--- src/rtl/fifo_stream_pkg.sv ---
// Shared types and constants for the FIFO stream reader.
package fifo_stream_pkg;

  localparam int BUF_DEPTH      = 2;
  localparam int DEF_DATA_WIDTH = 8;
  localparam int DEF_ADDR_WIDTH = 5;

  typedef enum logic [1:0] {
    IDLE   = 2'd0,
    STREAM = 2'd1,
    FLUSH  = 2'd2
  } rd_state_t;

  // Buffer slots already claimed: words held plus the word still on its way from the FIFO.
  function automatic logic [2:0] slots_claimed(input logic [1:0] occ, input logic inflight);
    return {1'b0, occ} + {2'b00, inflight};
  endfunction

endpackage

--- src/rtl/fifo_stream_reader_if.sv ---
// FIFO read port plus downstream valid/ready stream; master is the reader side.
interface fifo_stream_reader_if #(
  parameter int DATA_WIDTH = 8
);
  logic                  empty;
  logic [DATA_WIDTH-1:0] data_out;
  logic                  Read_enable;
  logic                  m_valid;
  logic [DATA_WIDTH-1:0] m_data;
  logic                  m_ready;

  modport master (
    input  empty, data_out, m_ready,
    output Read_enable, m_valid, m_data
  );

  modport slave (
    output empty, data_out, m_ready,
    input  Read_enable, m_valid, m_data
  );
endinterface

--- src/rtl/fifo_stream_skid_buf.sv ---
// Two-entry in-order output buffer; slot0 is always the head, clear outranks push/pop.
module fifo_stream_skid_buf
  import fifo_stream_pkg::*;
#(
  parameter int DATA_WIDTH = DEF_DATA_WIDTH
) (
  input  logic                  clk,
  input  logic                  reset,
  input  logic                  clear,
  input  logic                  push,
  input  logic [DATA_WIDTH-1:0] push_data,
  input  logic                  pop,
  output logic [1:0]            occ,
  output logic [DATA_WIDTH-1:0] head_data
);

  logic [DATA_WIDTH-1:0] slot0_r, slot1_r;
  logic [DATA_WIDTH-1:0] slot0_nxt_s, slot1_nxt_s;
  logic [1:0]            occ_r, occ_nxt_s;

  // Next buffer contents for push, pop, simultaneous push+pop, or clear.
  always_comb begin
    slot0_nxt_s = slot0_r;
    slot1_nxt_s = slot1_r;
    occ_nxt_s   = occ_r;
    if (clear) begin
      occ_nxt_s = 2'd0;
    end else begin
      case ({push, pop})
        2'b10: begin
          occ_nxt_s = occ_r + 2'd1;
          if (occ_r == 2'd0) begin
            slot0_nxt_s = push_data;
          end else begin
            slot1_nxt_s = push_data;
          end
        end
        2'b01: begin
          occ_nxt_s   = occ_r - 2'd1;
          slot0_nxt_s = slot1_r;
        end
        2'b11: begin
          // Head leaves while the new word joins the tail; occupancy is unchanged.
          if (occ_r == 2'd1) begin
            slot0_nxt_s = push_data;
          end else begin
            slot0_nxt_s = slot1_r;
            slot1_nxt_s = push_data;
          end
        end
        default: begin
          occ_nxt_s = occ_r;
        end
      endcase
    end
  end

  // Buffer storage and occupancy registers.
  always_ff @(posedge clk) begin
    if (reset) begin
      slot0_r <= {DATA_WIDTH{1'b0}};
      slot1_r <= {DATA_WIDTH{1'b0}};
      occ_r   <= 2'd0;
    end else begin
      slot0_r <= slot0_nxt_s;
      slot1_r <= slot1_nxt_s;
      occ_r   <= occ_nxt_s;
    end
  end

  assign occ       = occ_r;
  assign head_data = slot0_r;

endmodule

--- src/rtl/fifo_stream_reader.sv ---
// FIFO read-side master presenting words on a valid/ready stream, with flush.
// Optional word counter output enabled by defining FIFO_STREAM_READER_CNT_EN.
module fifo_stream_reader #(
  parameter int DATA_WIDTH = fifo_stream_pkg::DEF_DATA_WIDTH,
  parameter int ADDR_WIDTH = fifo_stream_pkg::DEF_ADDR_WIDTH,
  parameter int BUF_DEPTH  = fifo_stream_pkg::BUF_DEPTH
) (
  input  logic                 clk,
  input  logic                 reset,
  fifo_stream_reader_if.master bus,
  input  logic                 flush,
  output logic                 busy,
  output logic                 flush_done
`ifdef FIFO_STREAM_READER_CNT_EN
  ,
  output logic [ADDR_WIDTH:0]  word_cnt
`endif
);
  import fifo_stream_pkg::*;

  if (BUF_DEPTH != 2 || ADDR_WIDTH < 1) begin : g_cfg_check
    $error("fifo_stream_reader: only BUF_DEPTH=2 and ADDR_WIDTH>=1 are supported");
  end

  rd_state_t             state_r, state_nxt_s;
  logic                  inflight_r;
  logic                  read_en_s, push_s, clear_s, flush_done_s;
  logic                  m_valid_s, pop_s;
  logic [1:0]            occ_s;
  logic [DATA_WIDTH-1:0] head_s;

  assign m_valid_s = (occ_s != 2'd0);
  // A word presented in the flush cycle is dropped, never handed over.
  assign pop_s     = m_valid_s && bus.m_ready && (state_r == STREAM) && !flush;

  // Next state, read issue and buffer control.
  always_comb begin
    state_nxt_s  = state_r;
    read_en_s    = 1'b0;
    push_s       = 1'b0;
    clear_s      = 1'b0;
    flush_done_s = 1'b0;
    case (state_r)
      IDLE: begin
        if (flush) begin
          state_nxt_s = FLUSH;
          clear_s     = 1'b1;
        end else if (!bus.empty) begin
          state_nxt_s = STREAM;
        end else begin
          state_nxt_s = IDLE;
        end
      end
      STREAM: begin
        push_s    = inflight_r;
        read_en_s = !bus.empty &&
                    (slots_claimed(occ_s, inflight_r) < (3'(BUF_DEPTH) + {2'b00, pop_s}));
        if (flush) begin
          state_nxt_s = FLUSH;
          clear_s     = 1'b1;
        end else if (bus.empty && (occ_s == 2'd0) && !inflight_r) begin
          state_nxt_s = IDLE;
        end else begin
          state_nxt_s = STREAM;
        end
      end
      FLUSH: begin
        read_en_s = !bus.empty;
        clear_s   = 1'b1;
        if (bus.empty && !inflight_r) begin
          state_nxt_s  = IDLE;
          flush_done_s = 1'b1;
        end else begin
          state_nxt_s = FLUSH;
        end
      end
      default: begin
        state_nxt_s = IDLE;
        clear_s     = 1'b1;
      end
    endcase
  end

  // State register and outstanding-read tracking.
  always_ff @(posedge clk) begin
    if (reset) begin
      state_r    <= IDLE;
      inflight_r <= 1'b0;
    end else begin
      state_r    <= state_nxt_s;
      inflight_r <= read_en_s;
    end
  end

  fifo_stream_skid_buf #(
    .DATA_WIDTH (DATA_WIDTH)
  ) u_skid_buf (
    .clk       (clk),
    .reset     (reset),
    .clear     (clear_s),
    .push      (push_s),
    .push_data (bus.data_out),
    .pop       (pop_s),
    .occ       (occ_s),
    .head_data (head_s)
  );

  assign bus.Read_enable = read_en_s;
  assign bus.m_valid     = m_valid_s;
  assign bus.m_data      = head_s;
  assign busy            = (state_r != IDLE);
  assign flush_done      = flush_done_s;

`ifdef FIFO_STREAM_READER_CNT_EN
  logic [ADDR_WIDTH:0] word_cnt_r;

  // Delivered-word counter; wraps naturally and survives flush.
  always_ff @(posedge clk) begin
    if (reset) begin
      word_cnt_r <= {(ADDR_WIDTH + 1){1'b0}};
    end else if (pop_s) begin
      word_cnt_r <= word_cnt_r + {{ADDR_WIDTH{1'b0}}, 1'b1};
    end else begin
      word_cnt_r <= word_cnt_r;
    end
  end

  assign word_cnt = word_cnt_r;
`endif

endmodule

--- src/flat_wrapper.sv ---
// flat-port wrapper written by rule: the top's interface ports become plain ports
module fifo_stream_reader_flat import fifo_stream_pkg::*;
#(
  parameter int DATA_WIDTH = fifo_stream_pkg::DEF_DATA_WIDTH,
  parameter int ADDR_WIDTH = fifo_stream_pkg::DEF_ADDR_WIDTH,
  parameter int BUF_DEPTH  = fifo_stream_pkg::BUF_DEPTH
)
  (clk, reset, flush, busy, flush_done, bus_empty, bus_data_out, bus_m_ready, bus_Read_enable, bus_m_valid, bus_m_data);
  fifo_stream_reader_if #(.DATA_WIDTH(DATA_WIDTH)) bus_i ();
  input  logic clk;
  input  logic reset;
  input  logic flush;
  output logic busy;
  output logic flush_done;
  input wire logic [$bits(bus_i.empty)-1:0] bus_empty;
  input wire logic [$bits(bus_i.data_out)-1:0] bus_data_out;
  input wire logic [$bits(bus_i.m_ready)-1:0] bus_m_ready;
  output wire logic [$bits(bus_i.Read_enable)-1:0] bus_Read_enable;
  output wire logic [$bits(bus_i.m_valid)-1:0] bus_m_valid;
  output wire logic [$bits(bus_i.m_data)-1:0] bus_m_data;
  assign bus_i.empty = bus_empty;
  assign bus_i.data_out = bus_data_out;
  assign bus_i.m_ready = bus_m_ready;
  assign bus_Read_enable = bus_i.Read_enable;
  assign bus_m_valid = bus_i.m_valid;
  assign bus_m_data = bus_i.m_data;
  fifo_stream_reader #(.DATA_WIDTH(DATA_WIDTH), .ADDR_WIDTH(ADDR_WIDTH), .BUF_DEPTH(BUF_DEPTH)) u_core (.clk(clk), .reset(reset), .bus(bus_i), .flush(flush), .busy(busy), .flush_done(flush_done));
endmodule
--- config.mk ---
export PLATFORM = sky130hd
export DESIGN_NAME = fifo_stream_reader_flat
export DESIGN_NICKNAME = d
export VERILOG_FILES = /design/src/rtl/fifo_stream_pkg.sv /design/src/rtl/fifo_stream_reader_if.sv /design/src/rtl/fifo_stream_skid_buf.sv /design/src/rtl/fifo_stream_reader.sv /design/src/flat_wrapper.sv
export SDC_FILE = /design/constraint.sdc
export NUM_CORES = 1
export LEC_CHECK = 0
export ABC_AREA = 1
export CAP_MARGIN = 0
export CELL_PAD_IN_SITES_DETAIL_PLACEMENT = 0
export CELL_PAD_IN_SITES_GLOBAL_PLACEMENT = 1
export CORE_ASPECT_RATIO = 0.8
export CORE_MARGIN = 1
export CORE_UTILIZATION = 32
export DETAILED_ROUTE_END_ITERATION = 7
export PLACE_DENSITY_LB_ADDON = 0.08
export SYNTH_ARGS = -nofsm -noshare
export SYNTH_HDL_FRONTEND = slang
export SYNTH_HIERARCHICAL = 1
export SYNTH_SLANG_ARGS = --single-unit
export TNS_END_PERCENT = 10
--- constraint.sdc ---
create_clock -name clk -period 1.9 [get_ports clk]
set_input_delay 0.19 -clock clk [delete_from_list [all_inputs] [get_ports clk]]
set_output_delay 0.19 -clock clk [all_outputs]
set_load 0.03 [all_outputs]
==> parameters.txt <==
Parameter                              Value

Synth
  Synth area leaders ... dfxtp_1 32%, nand2_1 12%, ha_1 12%, inv_1 10%, a21oi_1 7.3%
  Most frequent cell after synthesis ... nand2_1
  Flip-flop and latch count after synthesis ... 21
  Sequential area share after synthesis ... 32.43%
  Average cell area after synthesis ... 6.858 um^2
  Synth unique cells ... 23
  Number of enable-type register cells in the synthesized netlist ... 0
  Post-synth top area cell ... dfxtp_1
  Synth Instances ... 189
  Synthesized cell area ... 1296 um^2
  Synth async-reset ratio ... 0%
  Ranking of synthesized cells by instance count ... 41 x nand2_1, 35 x inv_1, 21 x dfxtp_1
  Synthesized netlist net count ... 214
  Share of the synthesized area in the top cell type ... 32.43%
  Most common flop cell mapped by yosys ... dfxtp_1
  Warnings, synthesis ... 6

Layout
  Area grow syn2layout ... 35.33%
  Total Nets Final ... 249
  Fraction of layout cells with a size suffix above 1 ... 15.25%
  Antenna diode count ... 0
  Post-route non-filler standard cell count ... 278
  Number of inserted filler cells in the final layout ... 425

Placement
  Final estimated routing congestion in global placement ... 0.8012
  DP HPWL ... 2357 um
  IO Port Bufs ... 24
  Placed insts ... 274

Floorplanning
  Number of standard-cell rows in the floorplan ... 20
  I/O pin cnt ... 25
  Die width ... 73.16 um
  Core outline area ... 3829 um^2
  Initial core utilization ... 33.86%
  Total Die Area ... 4311 um^2
  Height of the chip ... 58.93 um

STA
  Portion of the clock cycle consumed by the worst path in the final layout ... 93.82%
  Achievable frequency ... 561.0 MHz
  Final-layout worst hold slack ... 0.4973 ns
  Setup TNS ... 0 ns
  Final Hold Violating Endpoints ... 0
  Slew at the pin closest to its max-slew limit ... 0.3167 ns
  Headroom to the max-slew limit ... 78.85%
  Largest clock skew in the final design ... 0.002303 ns
  Final count of pins violating max slew ... 0
  Min Clock Period, post-route ... 1.783 ns
  Final setup viols ... 0

Setup path
  Depth of the worst register-to-register path ... 11
  RR Startpoint ... u_core/state_r[1]$_SDFF_PP0_
  Critical Path Source Type ... register
  Req. time, crit path ... 1.71 ns
  Cells along the critical path ... nor2_1 -> buf_4 -> inv_1 -> clkdlybuf4s50_1
  Max Fanout on Critical Path ... 5
  Largest delay contributor family on the critical path ... buffers and inverters
  Number of buffer and inverter stages on the critical path ... 3
  Biggest cell delay along the critical path ... 0.66 ns
  Category of the critical setup timing path ... reg -> out
  Worst path arrival time ... 1.59 ns
  Critical path depth in cells ... 4
  Worst Setup End Kind ... primary output
  Start point of the critical path ... u_core/u_skid_buf/occ[0]$_SDFFE_PP0P_
  Master of the slowest instance on the critical path ... clkdlybuf4s50_1

Routing
  Via-to-Cell Ratio ... 4.263
  Total detailed-routing wirelength ... 2943 um
  Number of iterations in the first detailed-routing pass ... 4
  Routed length per placed instance ... 10.59 um
  Number of vias in the routed layout ... 1185
  Antenna viol nets, final ... 0
  First-iteration detailed-routing DRC count ... 57
  Final routed DRC violation total ... 0

Min path
  Worst min-delay path category ... reg -> reg
  Hold-critical path depth ... 2
  Worst hold path startpoint ... u_core/u_skid_buf/slot1_r[2]$_SDFFE_PP0P_

Global routing
  Vias in the first global route ... 984
  Overflow left after global routing ... 0
  Antenna violations before repair ... 0
  First-pass GRT wire length ... 4636 um
  Largest net degree at the start of global routing ... 17
  Total GRT Usage ... 14.48%

Run
  MaxCap Viol Count ... 0

Clock tree
  Maximum clock insertion buffer count ... 2
  Clock tree from TritonCTS ... done
  Post-CTS Hold Buffers ... 0
  Library cell used as clock root buffer ... clkbuf_8
  Worst-Skew Late Latency ... 0.26 ns
  Number of clock buffers inserted by TritonCTS ... 3
  CTS clock-pin slew for the worst setup and hold paths ... 0.07 ns
  H-tree levels ... 1
  Clock sinks ... 21

Power
  Sum of internal, switching and leakage power ... 0.8693 mW
  PD cells ... 495.6 nW/um^2
  Leakage power ... 0.8084 nW
  Maximum VDD drop ... 268.0 uV

Run status
  Run status ... complete, no violations
==> cell type report <==
class,count,area [um^2],area share [%]
inverters,40,151.4,8.631
well taps,55,68.82,3.923
multi-input cells,125,748.2,42.65
flip-flops and latches,21,421.7,24.04
clock buffers,4,45.04,2.568
repair buffers,33,319.1,18.19
==> sequential cells by signal, indices dropped and copies added, names as in the netlist <==
name                         count
u_core/u_skid_buf/head_data      8
u_core/u_skid_buf/slot1_r        8
u_core/state_r                   2
u_core/u_skid_buf/occ            2
u_core/inflight_r                1
==> path summary, 6_finish.rpt <==
path / end / slack, ns
setup / recovery: bus_m_valid / 0.12
hold / removal: u_core/u_skid_buf/slot1_r[2]$_SDFFE_PP0P_ / 0.50
setup reg to reg: u_core/u_skid_buf/slot1_r[7]$_SDFFE_PP0P_ / 0.12
hold reg to reg: u_core/u_skid_buf/slot1_r[2]$_SDFFE_PP0P_ / 0.50
==> metrics by stage <==
| step | utilization (%) | setup WS, ns | cell area [um^2] |
|---|---|---|---|
| 6_report | 45.82 | 0.1174 | 1754 |
| 5_1_grt | 45.82 | -0.003064 | 1754 |
| 4_1_cts | 44.77 | 0.04303 | 1714 |
| 3_5_place_dp | 43.43 | -0.1112 | 1663 |
| 3_3_place_gp | 43.43 | -0.09493 | 1663 |
| 2_1_floorplan | - | 0.02801 | 1304 |
==> report_power, final <==
part	switching [mW]	internal [mW]	total [mW]
Combinational	0.0697	0.0654	0.135
Clock	0.138	0.149	0.287
Sequential	0.00339	0.444	0.447
==> kinds of logic after synthesis <==
group | count (synthesis) | synth area share, %
and+or+nand+nor | 90 | 32.53
buffers and inverters | 43 | 13.80
AOI/OAI and AO/OA | 22 | 8.977
DFF | 21 | 32.43
adders and majority gates | 12 | 11.58
xor gates and xnor gates | 1 | 0.6758
==> layer usage <==
metal	wire length (um)	GRT usage, %
met2	1159	19.44
met1	1624	22.49
met3	140	4.281
met4	18	2.521
met5	0	0
==> worst register-to-register path, delay by kind of cell, from the launching register on <==
kind / cells / cell delay (ns)
and+or+nand+nor: 7 / 0.83
DFF: 1 / 0.32
adders and majority gates: 2 / 0.30
buffers and inverters: 2 / 0.21
==> what timing repair did <==
action / 4_1_cts / 5_1_grt
resized for setup: 4 / 11
setup endpoints to repair: 9 / 18
pin swaps: 0 / 1
buffers inserted: 0 / 0
==> cells in the final DEF (no fill, tap or decap), drive strengths merged <==
cell / count
a211oi: 1
a21oi: 20
buf: 10
clkbuf: 4
clkdlybuf4s50: 21
clkinv: 2
dfxtp: 21
dlygate4sd2: 1
dlymetal6s2s: 1
ha: 12
inv: 38
nand2: 45
nand3: 17
nand3b: 8
nor2: 16
nor3: 2
o21ai: 1
or2: 2
xor2: 1
Note: power is estimated with default switching activity, not from simulation.
==> variant 1 (config.mk and constraints unchanged) <==
The 3 states of `rd_state_t` get a one-hot encoding in 3 bits.
--- a/src/rtl/fifo_stream_pkg.sv
+++ b/src/rtl/fifo_stream_pkg.sv
@@ -6,8 +6,8 @@
   localparam int DEF_ADDR_WIDTH = 5;
 
-  typedef enum logic [1:0] {
-    IDLE   = 2'd0,
-    STREAM = 2'd1,
-    FLUSH  = 2'd2
+  typedef enum logic [2:0] {
+    IDLE   = 3'b001,
+    STREAM = 3'b010,
+    FLUSH  = 3'b100
   } rd_state_t;
 
Function: no difference found for any inputs over 10 cycles, from zero or initial values and one cycle with reset high; not proved beyond that.
==> variant 1 against the unedited design <==
- sequential cell count grew 1
- utilization shrank 0.56 points
- synthesized area grew 0.87%
- die area grew 0.85%
- total power grew 12%
- wire length grew 5.0%
- setup slack gained 0.0024 ns
- final area shrank 0.57%
- global-route usage grew 1.3 points
- clock power grew 16%
- critical path type unchanged
- largest power group unchanged
==> variant 1: results (changes against the unedited design) <==
Global routing
  • Largest net degree at the start of global routing: 17 (unchanged)
  • Total track usage: 0.1582 (+0.01336)
  • Vias in the first global route: 1099 (+12%)
  • First-pass GRT wire length: 5.161 mm (+11%)

Yosys
  • Post-synthesis sequential area ratio: 0.3368 (+0.01252)
  • Main area contributors after synthesis: dfxtp_1, nand2_1, inv_1
  • Ys flop type: dfxtp_1
  • Post-synth top cells: nand2_1, inv_1, dfxtp_1
  • Netlist cell types: 23 (unchanged)

Setup path
  • Crit path largest cell delay: 0.31 ns (-0.35 ns)
  • CP endpoint: bus_Read_enable
  • Critical-path top delay cell: dfxtp_1
  • CP top delay family: adder cells
  • Worst-path maximum fanout: 4 (-1)
  • RR Startpoint: u_core/state_r[2]$_SDFF_PP0_
  • R2r setup slk: 0.14 ns (+0.02 ns)
  • Worst r2r dst: u_core/u_skid_buf/head_data[4]$_SDFFE_PP0P_

Timing
  • Clock Skew: 0.001853 ns (-0.0004501 ns)
  • Fin crit period: 1.780 ns (-0.002368 ns)
  • Least-Margin Pin Slew: 0.3154 ns (-0.001243 ns)

CTS
  • CTS max path bufs: 2 (unchanged)
  • Post-CTS setup buffers: 0 (unchanged)
  • CTS resizes: 0 (-4)

Min path
  • Worst hold path startpoint: u_core/u_skid_buf/slot1_r[6]$_SDFFE_PP0P_
  • Worst hold path endpoint: u_core/u_skid_buf/slot1_r[6]$_SDFFE_PP0P_

Drt
  • Drt wl/cell: 10.88 um (+2.8%)
  • Initial drt markers: 36 (-37%)
  • Vias per cell: 4.313 (+1.2%)

Placement
  • Place WS: -0.1228 ns (-0.01159 ns)
  • Global placement routability congestion: 0.8071 (+0.74%)
  • DP Wirelength: 2.504 mm (+6.2%)

Power and ir drop
  • IR drop worst, VDD: 0.2411 mV (-10%)
  • Leakage: 0.8273 nW (+2.3%)

Run status
  • Status: complete, no violations

Layout
  • Layout cells sized above 1: 0.1354 (-0.01710)
  • Net count, final: 251 (+0.80%)
[variant 1: changes by cell type after synthesis, moves of 2 or more]
cell and change:
ha_1 -4, inv_1 +2, nand3_1 +2, nand3_2 +2, nor2_1 +2
[variant 1: cell type report]
type | instances | area [um^2]
Inverter | 40 | 150.1
Timing Repair Buffer | 35 | 335.3
Tap cell | 55 | 68.82
Sequential cell | 22 | 440.4
Multi-Input combinational cell | 128 | 694.4
Clock buffer | 4 | 55.05
Fill cell | 418 | 2110
[variant 1: stage by stage]
stage	instances	hold slack, ns	utilization	area [um^2]
3_5_place_dp	280	0.4749	0.4364	1682
5_1_grt	284	0.5376	0.4526	1744
2_1_floorplan	193	0.2569	-	1308
3_3_place_gp	280	0.4803	0.4364	1682
4_1_cts	284	0.4964	0.4506	1737
6_report	284	0.4938	0.4526	1744
[variant 1: per-layer routing]
layer	share of wire	global-route usage
met1	0.58	0.2490
met2	0.37	0.2149
met4	0.0036	0.02473
met5	0	0
met3	0.047	0.04082
[variant 1: cells by family (layout without fill, tap and decap cells)]
family / count (synthesis) / after routing / share of synthesized area
and+or+nand+nor: 95 / 95 / 0.3445
buffers and inverters: 43 / 79 / 0.1359
AOI/OAI and AO/OA: 24 / 24 / 0.09953
DFF: 22 / 22 / 0.3368
adders and majority gates: 8 / 8 / 0.07656
xor gates and xnor gates: 1 / 1 / 0.006700
[variant 1: power by group through the flow]
stage,combinational (mW),clock [mW],sequential [mW]
3_5_place_dp,0.164,0,0.485
3_3_place_gp,0.163,0,0.485
5_1_grt,0.180,0.366,0.476
6_report,0.165,0.334,0.474
4_1_cts,0.165,0.352,0.475
2_1_floorplan,0.0907,0,0.485
==> variant 2 (same flow settings) <==
Made on the original files. Change the package constant `DEF_DATA_WIDTH` from 8 to 10.
--- a/src/rtl/fifo_stream_pkg.sv
+++ b/src/rtl/fifo_stream_pkg.sv
@@ -3,5 +3,5 @@
 
   localparam int BUF_DEPTH      = 2;
-  localparam int DEF_DATA_WIDTH = 8;
+  localparam int DEF_DATA_WIDTH = 10;
   localparam int DEF_ADDR_WIDTH = 5;
 
Ports: changed (resized bus_data_out and bus_m_data); port bits go from 25 to 29. No check against the original RTL was run, so the function may have changed too.
==> variant 2 against the unedited design <==
- total power is 16% higher
- wire length is 24% higher
- sequential cell count is 4 higher
- combinational power is 18% higher
- first-iteration DRC count is 14% lower
- synthesized area is 17% higher
- setup slack better by 0.014 ns
- final area is 23% higher
- clock power is 11% higher
- critical path type unchanged
- critical endpoint is now bus_Read_enable
- largest power group unchanged
==> variant 2: results (changes against the unedited design) <==
Setup path
  • Critical-path top delay cell: dfxtp_2
  • Crit path largest cell delay: 0.34 ns (-0.32 ns)
  • Worst r2r path cells: 12 (+1)

Layout
  • Layout fillers: 494 (+16%)
  • Layout cells sized above 1: 0.2313 (+0.07888)
  • Post-Layout Cell Count: 328 (+18%)
  • Net count, final: 297 (+19%)

Run status
  • Status: complete, no violations

Placement
  • Global placement routability congestion: 0.7725 (-3.6%)
  • Dpl cells: 320 (+17%)
  • PortBufs: 28 (+17%)
  • DP Wirelength: 2.646 mm (+12%)
  • Dpl cell area: 1952 um^2 (+17%)

Yosys
  • Number of synthesized flops with an enable pin: 0 (unchanged)
  • Synthesis Warnings: 6 (unchanged)
  • Netlist cell types: 24 (+4.3%)
  • Syn Nets: 251 (+17%)
  • Main area contributors after synthesis: dfxtp_1, nand2_1, ha_1
  • Post-synthesis async set-or-reset flop share: 0 (unchanged)
  • Post-synthesis sequential area ratio: 0.3298 (+0.005437)
  • Cells after Synth: 223 (+18%)
  • Post-synth top cells: nand2_1, inv_1, dfxtp_1

Global routing
  • Total track usage: 0.1484 (+0.003564)
  • Vias in the first global route: 1193 (+21%)
  • First-pass GRT wire length: 5.775 mm (+25%)
  • Largest net degree at the start of global routing: 21 (+4)

Power and ir drop
  • Leakage: 0.9515 nW (+18%)
  • IR drop worst, VDD: 0.3041 mV (+13%)

CTS
  • Root buffer selected by CTS: clkbuf_8
  • Num CTS Buffers: 3 (unchanged)
  • CTS clk-pin slew, worst paths: 0.09 ns (+0.02 ns)
  • CTS resizes: 3 (-1)

Drt
  • DRT Pass-1 Iters: 4 (unchanged)
  • Drt wl/cell: 11.11 um (+5.0%)
  • Vias per cell: 4.387 (+2.9%)
  • Initial drt markers: 49 (-14%)

Timing
  • Fin crit period: 1.769 ns (-0.01385 ns)
  • Worst slew margin: 0.7882 (about the same)
  • Clock Skew: 0.01089 ns (+0.008588 ns)

Min path
  • Min-Delay Path Class: register to register
-- variant 2: cell types whose count changed after synthesis, sizes merged, moves of 4 or more --
cell / change
inv: +4
dfxtp: +4
nand3: +7
a21oi: +4
nand2: +6
-- variant 2: cells by family (layout without fill, tap and decap cells) --
logic type | after synthesis | after routing | synth area share
adder cells (fa/ha/maj) | 13 | 13 | 0.1072
buffers and inverters | 51 | 96 | 0.1410
AO/OA/AOI/OAI | 26 | 26 | 0.08739
AND/OR/NAND/NOR | 107 | 107 | 0.3290
XOR/XNOR | 1 | 1 | 0.005772
flip-flops | 25 | 25 | 0.3298
-- variant 2: worst max-delay path: cells and delay by family, from the launching register on --
kind	cells	cell delay [ns]
fa+ha+maj	2	0.43
flops	1	0.34
buf+inv	3	0.29
simple gates	4	0.25
-- variant 2: worst paths after layout --
check                                                 start                                     endpoint  slack (ns)
hold / removal    u_core/u_skid_buf/slot1_r[7]$_SDFFE_PP0P_    u_core/u_skid_buf/slot1_r[7]$_SDFFE_PP0P_        0.50
setup reg to reg               u_core/state_r[1]$_SDFF_PP0_  u_core/u_skid_buf/head_data[0]$_SDFFE_PP0P_        0.14
setup / recovery      u_core/u_skid_buf/occ[0]$_SDFFE_PP0P_                              bus_Read_enable        0.13
hold reg to reg   u_core/u_skid_buf/slot1_r[7]$_SDFFE_PP0P_    u_core/u_skid_buf/slot1_r[7]$_SDFFE_PP0P_        0.50
-- variant 2: layer usage --
layer | share of wire | vias to the layer above | track usage
li1 | - | 786 | -
met1 | 0.55 | 622 | 0.2241
met2 | 0.39 | 29 | 0.2101
met3 | 0.051 | 2 | 0.03623
met4 | 0.0038 | 0 | 0.02727
met5 | 0 | - | 0
-- variant 2: cell type report --
type                       count  area (um^2)  area share
inverter                      45        172.7     0.08014
timing repair buffer          46        459.2      0.2131
sequential                    25        504.2      0.2340
multi-input combinational    147        890.9      0.4135
tap                           60        75.07     0.03484
timing repair inverter         1        7.507    0.003484
clock buffer                   4        45.04     0.02091
-- variant 2: metrics by stage --
| step | util | setup TNS (ns) | setup WS [ns] | hold slack (ns) |
|---|---|---|---|---|
| 2_1_floorplan | - | 0 | 0.09392 | 0.2569 |
| 3_3_place_gp | 0.4272 | -0.8225 | -0.06842 | 0.4707 |
| 3_5_place_dp | 0.4272 | -0.8187 | -0.07093 | 0.4726 |
| 4_1_cts | 0.4376 | 0 | 0.04635 | 0.5013 |
| 5_1_grt | 0.4715 | 0 | 0.006765 | 0.5154 |
| 6_report | 0.4715 | 0 | 0.1313 | 0.5008 |
-- variant 2: report_power, final --
part	internal [mW]	switching (mW)	total, mW
Sequential	0.528	0.00291	0.531
Combinational	0.0763	0.0822	0.159
Clock	0.150	0.168	0.318
Total	0.754	0.253	1.01
